**src/rtl/play_audio_if.sv**
```systemverilog
// Playback-side bundle: request/done handshake, sample-buffer read port and audio pins.
// Combinational wiring only; the buffer answers a read in the cycle after the strobe is registered.
interface play_audio_if #(
    parameter int ADDR_W = 11,
    parameter int DATA_W = 10
);
    logic              do_play_audio;
    logic              did_play_audio;
    logic              read_enable;
    logic [ADDR_W-1:0] mem_addr;
    logic [DATA_W-1:0] data_in;
    logic              audio_pwm;
    logic              audio_sd;

    modport master (
        input  do_play_audio,
        input  data_in,
        output did_play_audio,
        output read_enable,
        output mem_addr,
        output audio_pwm,
        output audio_sd
    );

    modport slave (
        output do_play_audio,
        output data_in,
        input  did_play_audio,
        input  read_enable,
        input  mem_addr,
        input  audio_pwm,
        input  audio_sd
    );
endinterface

```
**src/rtl/play_audio.sv**
```systemverilog
// Reads N_SAMPLES buffer words in time order and plays each for SAMPLE_PERIOD clocks as sigma-delta PWM.
// Accept-to-done is N_SAMPLES*SAMPLE_PERIOD+2 clocks; a request waits in START until do_play_audio is seen.
module play_audio #(
    parameter int N_SAMPLES     = 1024,
    parameter int ADDR_W        = 11,
    parameter int DATA_W        = 10,
    parameter int SAMPLE_PERIOD = 978,
    parameter int BIT_REVERSE   = 1
) (
    input  logic         clk,
    input  logic         rst,
    play_audio_if.master bus
);
    localparam int IDX_W = $clog2(N_SAMPLES);
    localparam int CNT_W = $clog2(SAMPLE_PERIOD);

    localparam logic [ADDR_W-1:0] LAST_IDX     = ADDR_W'(N_SAMPLES - 1);
    localparam logic [CNT_W-1:0]  CNT_PREFETCH = CNT_W'(SAMPLE_PERIOD - 3);
    localparam logic [CNT_W-1:0]  CNT_CAPTURE  = CNT_W'(SAMPLE_PERIOD - 2);
    localparam logic [CNT_W-1:0]  CNT_LAST     = CNT_W'(SAMPLE_PERIOD - 1);

    typedef enum logic [2:0] {
        S_IDLE,
        S_START,
        S_PRIME,
        S_PLAY,
        S_END
    } state_t;

    state_t            state;
    logic [ADDR_W-1:0] index;
    logic [CNT_W-1:0]  count;
    logic [DATA_W-1:0] acc;
    logic [DATA_W-1:0] cur_sample;
    logic [DATA_W-1:0] next_sample;
    logic              did_r;
    logic              re_r;
    logic [ADDR_W-1:0] addr_r;
    logic              pwm_r;
    logic              sd_r;

    logic [DATA_W:0]   sum;
    logic [ADDR_W-1:0] index_inc;

    assign sum       = {1'b0, acc} + {1'b0, cur_sample};
    assign index_inc = index + ADDR_W'(1);

    // The capture path stores samples bit-reversed; undo that over the index bits only.
    function automatic logic [ADDR_W-1:0] addr_of(input logic [IDX_W-1:0] idx);
        logic [ADDR_W-1:0] a;
        a = '0;
        for (int b = 0; b < IDX_W; b++)
            a[b] = (BIT_REVERSE != 0) ? idx[IDX_W-1-b] : idx[b];
        return a;
    endfunction

    always_ff @(posedge clk) begin
        if (rst) begin
            state       <= S_IDLE;
            index       <= '0;
            count       <= '0;
            acc         <= '0;
            cur_sample  <= '0;
            next_sample <= '0;
            did_r       <= 1'b0;
            re_r        <= 1'b0;
            addr_r      <= '0;
            pwm_r       <= 1'b0;
            sd_r        <= 1'b0;
        end else begin
            case (state)
                S_IDLE: begin
                    did_r <= 1'b0;
                    state <= S_START;
                end
                S_START: begin
                    if (bus.do_play_audio) begin
                        index  <= '0;
                        re_r   <= 1'b1;
                        addr_r <= addr_of('0);
                        state  <= S_PRIME;
                    end
                end
                S_PRIME: begin
                    re_r       <= 1'b0;
                    cur_sample <= bus.data_in;
                    acc        <= '0;
                    count      <= '0;
                    sd_r       <= 1'b1;
                    state      <= S_PLAY;
                end
                S_PLAY: begin
                    {pwm_r, acc} <= sum;
                    re_r         <= 1'b0;
                    // Next word is fetched two cycles ahead so it is ready at the boundary.
                    if (count == CNT_PREFETCH && index < LAST_IDX) begin
                        re_r   <= 1'b1;
                        addr_r <= addr_of(index_inc[IDX_W-1:0]);
                    end
                    if (count == CNT_CAPTURE && index < LAST_IDX)
                        next_sample <= bus.data_in;
                    if (count == CNT_LAST) begin
                        if (index == LAST_IDX) begin
                            state <= S_END;
                        end else begin
                            cur_sample <= next_sample;
                            index      <= index_inc;
                            count      <= '0;
                        end
                    end else begin
                        count <= count + CNT_W'(1);
                    end
                end
                S_END: begin
                    pwm_r <= 1'b0;
                    sd_r  <= 1'b0;
                    did_r <= 1'b1;
                    state <= S_IDLE;
                end
                default: state <= S_IDLE;
            endcase
        end
    end

    assign bus.did_play_audio = did_r;
    assign bus.read_enable    = re_r;
    assign bus.mem_addr       = addr_r;
    assign bus.audio_pwm      = pwm_r;
    assign bus.audio_sd       = sd_r;
endmodule

```
**src/flat_wrapper.sv**
```systemverilog
// flat-port wrapper written by rule: the top's interface ports become plain ports
module play_audio_flat 
#(
    parameter int N_SAMPLES     = 1024,
    parameter int ADDR_W        = 11,
    parameter int DATA_W        = 10,
    parameter int SAMPLE_PERIOD = 978,
    parameter int BIT_REVERSE   = 1
)
  (clk, rst, bus_do_play_audio, bus_data_in, bus_did_play_audio, bus_read_enable, bus_mem_addr, bus_audio_pwm, bus_audio_sd);
  play_audio_if #(.ADDR_W(ADDR_W), .DATA_W(DATA_W)) bus_i ();
  input  logic clk;
  input  logic rst;
  input wire logic [$bits(bus_i.do_play_audio)-1:0] bus_do_play_audio;
  input wire logic [$bits(bus_i.data_in)-1:0] bus_data_in;
  output wire logic [$bits(bus_i.did_play_audio)-1:0] bus_did_play_audio;
  output wire logic [$bits(bus_i.read_enable)-1:0] bus_read_enable;
  output wire logic [$bits(bus_i.mem_addr)-1:0] bus_mem_addr;
  output wire logic [$bits(bus_i.audio_pwm)-1:0] bus_audio_pwm;
  output wire logic [$bits(bus_i.audio_sd)-1:0] bus_audio_sd;
  assign bus_i.do_play_audio = bus_do_play_audio;
  assign bus_i.data_in = bus_data_in;
  assign bus_did_play_audio = bus_i.did_play_audio;
  assign bus_read_enable = bus_i.read_enable;
  assign bus_mem_addr = bus_i.mem_addr;
  assign bus_audio_pwm = bus_i.audio_pwm;
  assign bus_audio_sd = bus_i.audio_sd;
  play_audio #(.N_SAMPLES(N_SAMPLES), .ADDR_W(ADDR_W), .DATA_W(DATA_W), .SAMPLE_PERIOD(SAMPLE_PERIOD), .BIT_REVERSE(BIT_REVERSE)) u_core (.clk(clk), .rst(rst), .bus(bus_i));
endmodule
```
**config.mk**
```make
export PLATFORM = sky130hd
export DESIGN_NAME = play_audio_flat
export DESIGN_NICKNAME = d
export VERILOG_FILES = /design/src/rtl/play_audio_if.sv /design/src/rtl/play_audio.sv /design/src/flat_wrapper.sv
export SDC_FILE = /design/constraint.sdc
export NUM_CORES = 1
export LEC_CHECK = 0
export BUFFER_PORTS_ARGS = -buffer_cell sky130_fd_sc_hd__clkbuf_2
export CAP_MARGIN = 20
export CELL_PAD_IN_SITES_DETAIL_PLACEMENT = 1
export CELL_PAD_IN_SITES_GLOBAL_PLACEMENT = 2
export CORE_ASPECT_RATIO = 2
export CORE_MARGIN = 1
export CORE_UTILIZATION = 32
export CTS_CLUSTER_SIZE = 14
export DETAILED_ROUTE_END_ITERATION = 10
export GPL_ROUTABILITY_DRIVEN = 0
export PLACE_DENSITY_LB_ADDON = 0.1
export SKIP_LAST_GASP = 1
export SYNTH_ARGS = -nofsm -noshare
export SYNTH_HDL_FRONTEND = slang
export SYNTH_SLANG_ARGS = --single-unit
```
**constraint.sdc**
```tcl
create_clock -name clk -period 1.99 [get_ports clk]
set_input_delay 0.199 -clock clk [delete_from_list [all_inputs] [get_ports clk]]
set_output_delay 0.199 -clock clk [all_outputs]
set_load 0.01 [all_outputs]
```
==> flow_summary.json <==
{
  "status": "finished, violations left",
  "violations": "negative setup slack",
  "design_area_um2": 4600,
  "coreArea_um2": 10500,
  "final.setup.tns_ns": -0.0201,
  "p_leak_nw": 1.71,
  "stdcell_count": 627,
  "cp.arrival_ns": 2.24,
  "hold_viol_final": 0,
  "r2r-start": "u_core.count[1]",
  "drt_iter0_drc": 112,
  "fin_util_pct": 43.7,
  "final_antenna_net_count": 0,
  "dieHeight_um": 149,
  "path_cells": "inv_2 > ha_4 > nand4bb_1 > o31a_1 > a311oi_4 > buf_6 > clkbuf_16 > nor2_1 > a311oi_1",
  "cap_violations": 0,
  "via_per_inst": 5.37,
  "clkLatencyLatePin_ns": 0.33,
  "fin_hold_ws_ns": 0.117,
  "synth.distinct_cells": 55,
  "cp-start-kind": "flop",
  "synth_compound_area_share_pct": 19.2,
  "synth-simple-area-share_pct": 24.6,
  "antenna_found_initial": 0,
  "synth.top_cells.by_area": "dfxtp_1 (39%), nor2_1 (5.6%), ha_1 (5.0%)",
  "pin_count": 28,
  "syn_nets": 451,
  "numPortBuffers": 26,
  "synth-xor-area-share_pct": 3.78,
  "fin_crit_sh_pct": 101,
  "synthToLayoutAreaGrowth_pct": 32.3,
  "avgRoutedWirePerCell_um": 18.2,
  "final.setup_skew_ns": 0.00850,
  "clk_pin_slew_ns": 0.06,
  "cts_made_buffers": 9,
  "final_net_count": 513,
  "postRouteWirelength_mm": 11.4,
  "async_flop_share_pct": 0,
  "dp_cells": 603,
  "worst-path-buf-inv": 3,
  "cp_max_fo": 5,
  "rows": 53,
  "via_count": 3370,
  "critPathMaxStageDelay_ns": 0.36,
  "grt_pass1_wl_mm": 17.5,
  "synth_edf_count": 0,
  "synth_top_area_cell": "dfxtp_1",
  "power_mw": 3.48,
  "slew_headroom_pct": 61.6,
  "post-dp-hpwl_mm": 8.24,
  "place_ws_ns": -0.00303,
  "synthFlopType": "dfxtp_1",
  "avgSynthCellArea_um2": 8.22,
  "worstSetupEndpointType": "flop",
  "initial_core_util_pct": 33.0,
  "yosys_warnings": 0,
  "grt_max_degree": 48,
  "synth_most_common_cell": "dfxtp_1",
  "hold_start": "bus_data_in[1]",
  "whs_endpoint": "u_core.next_sample[1]",
  "hold_depth": 3,
  "grt_pass1_vias": 3460,
  "reg2regPathDepth": 9,
  "die_w_um": 75.7,
  "overflow": 0,
  "timing.fmax_mhz": 499,
  "cts_sinks": 68,
  "crit_slowest_cell": "o31a_1",
  "clock_path_buffers": 2,
  "drive_above_1_share_pct": 25.7,
  "rr_endpoint": "u_core.cur_sample[5]",
  "h-tree-depth": 3,
  "drtPass1Iterations": 4,
  "vdd_drop_max_mv": 0.516,
  "yosysTopAreaCellShare_pct": 39.1,
  "power_density_nw_per_um2": 756,
  "worstPathRequired_ns": 2.22,
  "r2r_setup_slack_ns": -0.01,
  "synthCells": 423,
  "hold_path.class": "input port to flop",
  "rsz0062_at_grt": "true",
  "cts_tree": "built",
  "root_buffer": "clkbuf_16",
  "synth_top_cells_by_count": "dfxtp_1 (68), nor2_1 (52), nand2_1 (40), a21oi_1 (25), nand3_1 (25)",
  "setup_ws_ns": -0.0130,
  "insertedDiodeCount": 0,
  "slew_violations": 0,
  "synth_seq_cells": 68,
  "grt_usage_pct": 21.2,
  "drc": 0,
  "critPathKind": "flop to flop",
  "placed_area_um2": 4040,
  "worst_slew_pin_slew_ns": 0.577,
  "seq_area_frac_synth_pct": 39.1,
  "die_area_um2": 11300,
  "synthAdderAreaFrac_pct": 5.61,
  "postCtsHoldBufs": 0,
  "syn_area_um2": 3480,
  "synth_top_family_by_area": "simple AND/OR/NAND/NOR gates",
  "crit_family": "compound AO/OA/AOI/OAI gates",
  "synth_mux_area_share_pct": 2.88,
  "period_minus_slack_ns": 2.00,
  "setup_viol": 2
}
==> layer usage <==
layer  track usage [%]  routed length, um
met5                 0                  0
met4              9.44                320
met3              3.57                176
met2              40.4               6660
met1              21.1               4270
==> layout make-up <==
type	instances	area, um2
Timing Repair Buffer	79	612
Inverter	11	41.3
Tap cell	137	171
Clock inverter	7	98.8
Sequential cell	68	1370
Fill cell	1261	5940
Multi-Input combinational cell	316	2090
Clock buffer	9	225
==> worst reg2reg max path, stage by stage, from the launching register on <==
cell and delay [ns]:
dfxtp_2 0.33, inv_2 0.07, ha_4 0.13, nand4bb_1 0.14
o31a_1 0.36, a311oi_4 0.29, buf_6 0.18, clkbuf_16 0.15
nor2_1 0.04, a311oi_1 0.22
==> kinds of logic after synthesis <==
kind of cell / after synthesis
fa+ha+maj: 15
xor+xnor: 15
simple gates: 175
mux: 10
buf+inv: 39
other cells: 1
flops: 68
compound gates: 100
==> power breakdown <==
group          switching (mW)  internal, mW
clock network           0.640          1.10
logic                   0.185         0.135
registers              0.0278          1.39
total                   0.853          2.63
==> sequential cells by signal, indices dropped and copies added (netlist names) <==
signal	cells
u_core.index	11
u_core.cur_sample	10
u_core.bus.audio_sd	1
u_core.acc	10
u_core.bus.audio_pwm	1
u_core.count	10
u_core.bus.mem_addr	10
u_core.state	3
u_core.bus.did_play_audio	1
u_core.bus.read_enable	1
u_core.next_sample	10
==> cells in the final DEF (no fill, tap or decap), drive strengths merged, types with 9 or more instances in the layout <==
| cell type | n |
|---|---|
| o211ai | 9 |
| a21oi | 25 |
| o21ai | 23 |
| nor2 | 52 |
| buf | 51 |
| or3 | 9 |
| nand3 | 26 |
| a311oi | 11 |
| dfxtp | 68 |
| ha | 14 |
| clkbuf | 37 |
| inv | 12 |
| nand2 | 40 |
| mux2i | 10 |
| nand4 | 10 |
==> timing repair <==
action                                  in CTS  in global routing
pin swaps                                    0                 16
setup buffers                                0                  5
endpoints found under the setup margin       5                 27
cloned                                       0                  3
gates resized for setup                      3                 26
==> how the worst max path moves through the flow <==
stage / slack (ns) / depth (start not counted) / endpoint / from
after floorplan: 0.04 / 7 / u_core.count[5] / u_core.index[0]
after global placement: 0.02 / 7 / u_core.count[5] / u_core.count[4]
after detailed placement: -0.003 / 8 / u_core.index[5] / u_core.count[1]
after CTS: 0.01 / 6 / u_core.count[5] / u_core.index[1]
after global routing: -0.12 / 7 / u_core.bus.mem_addr[6] / u_core.count[1]
final: -0.01 / 9 / u_core.cur_sample[5] / u_core.count[1]
Power figures use the tool's default switching activity.
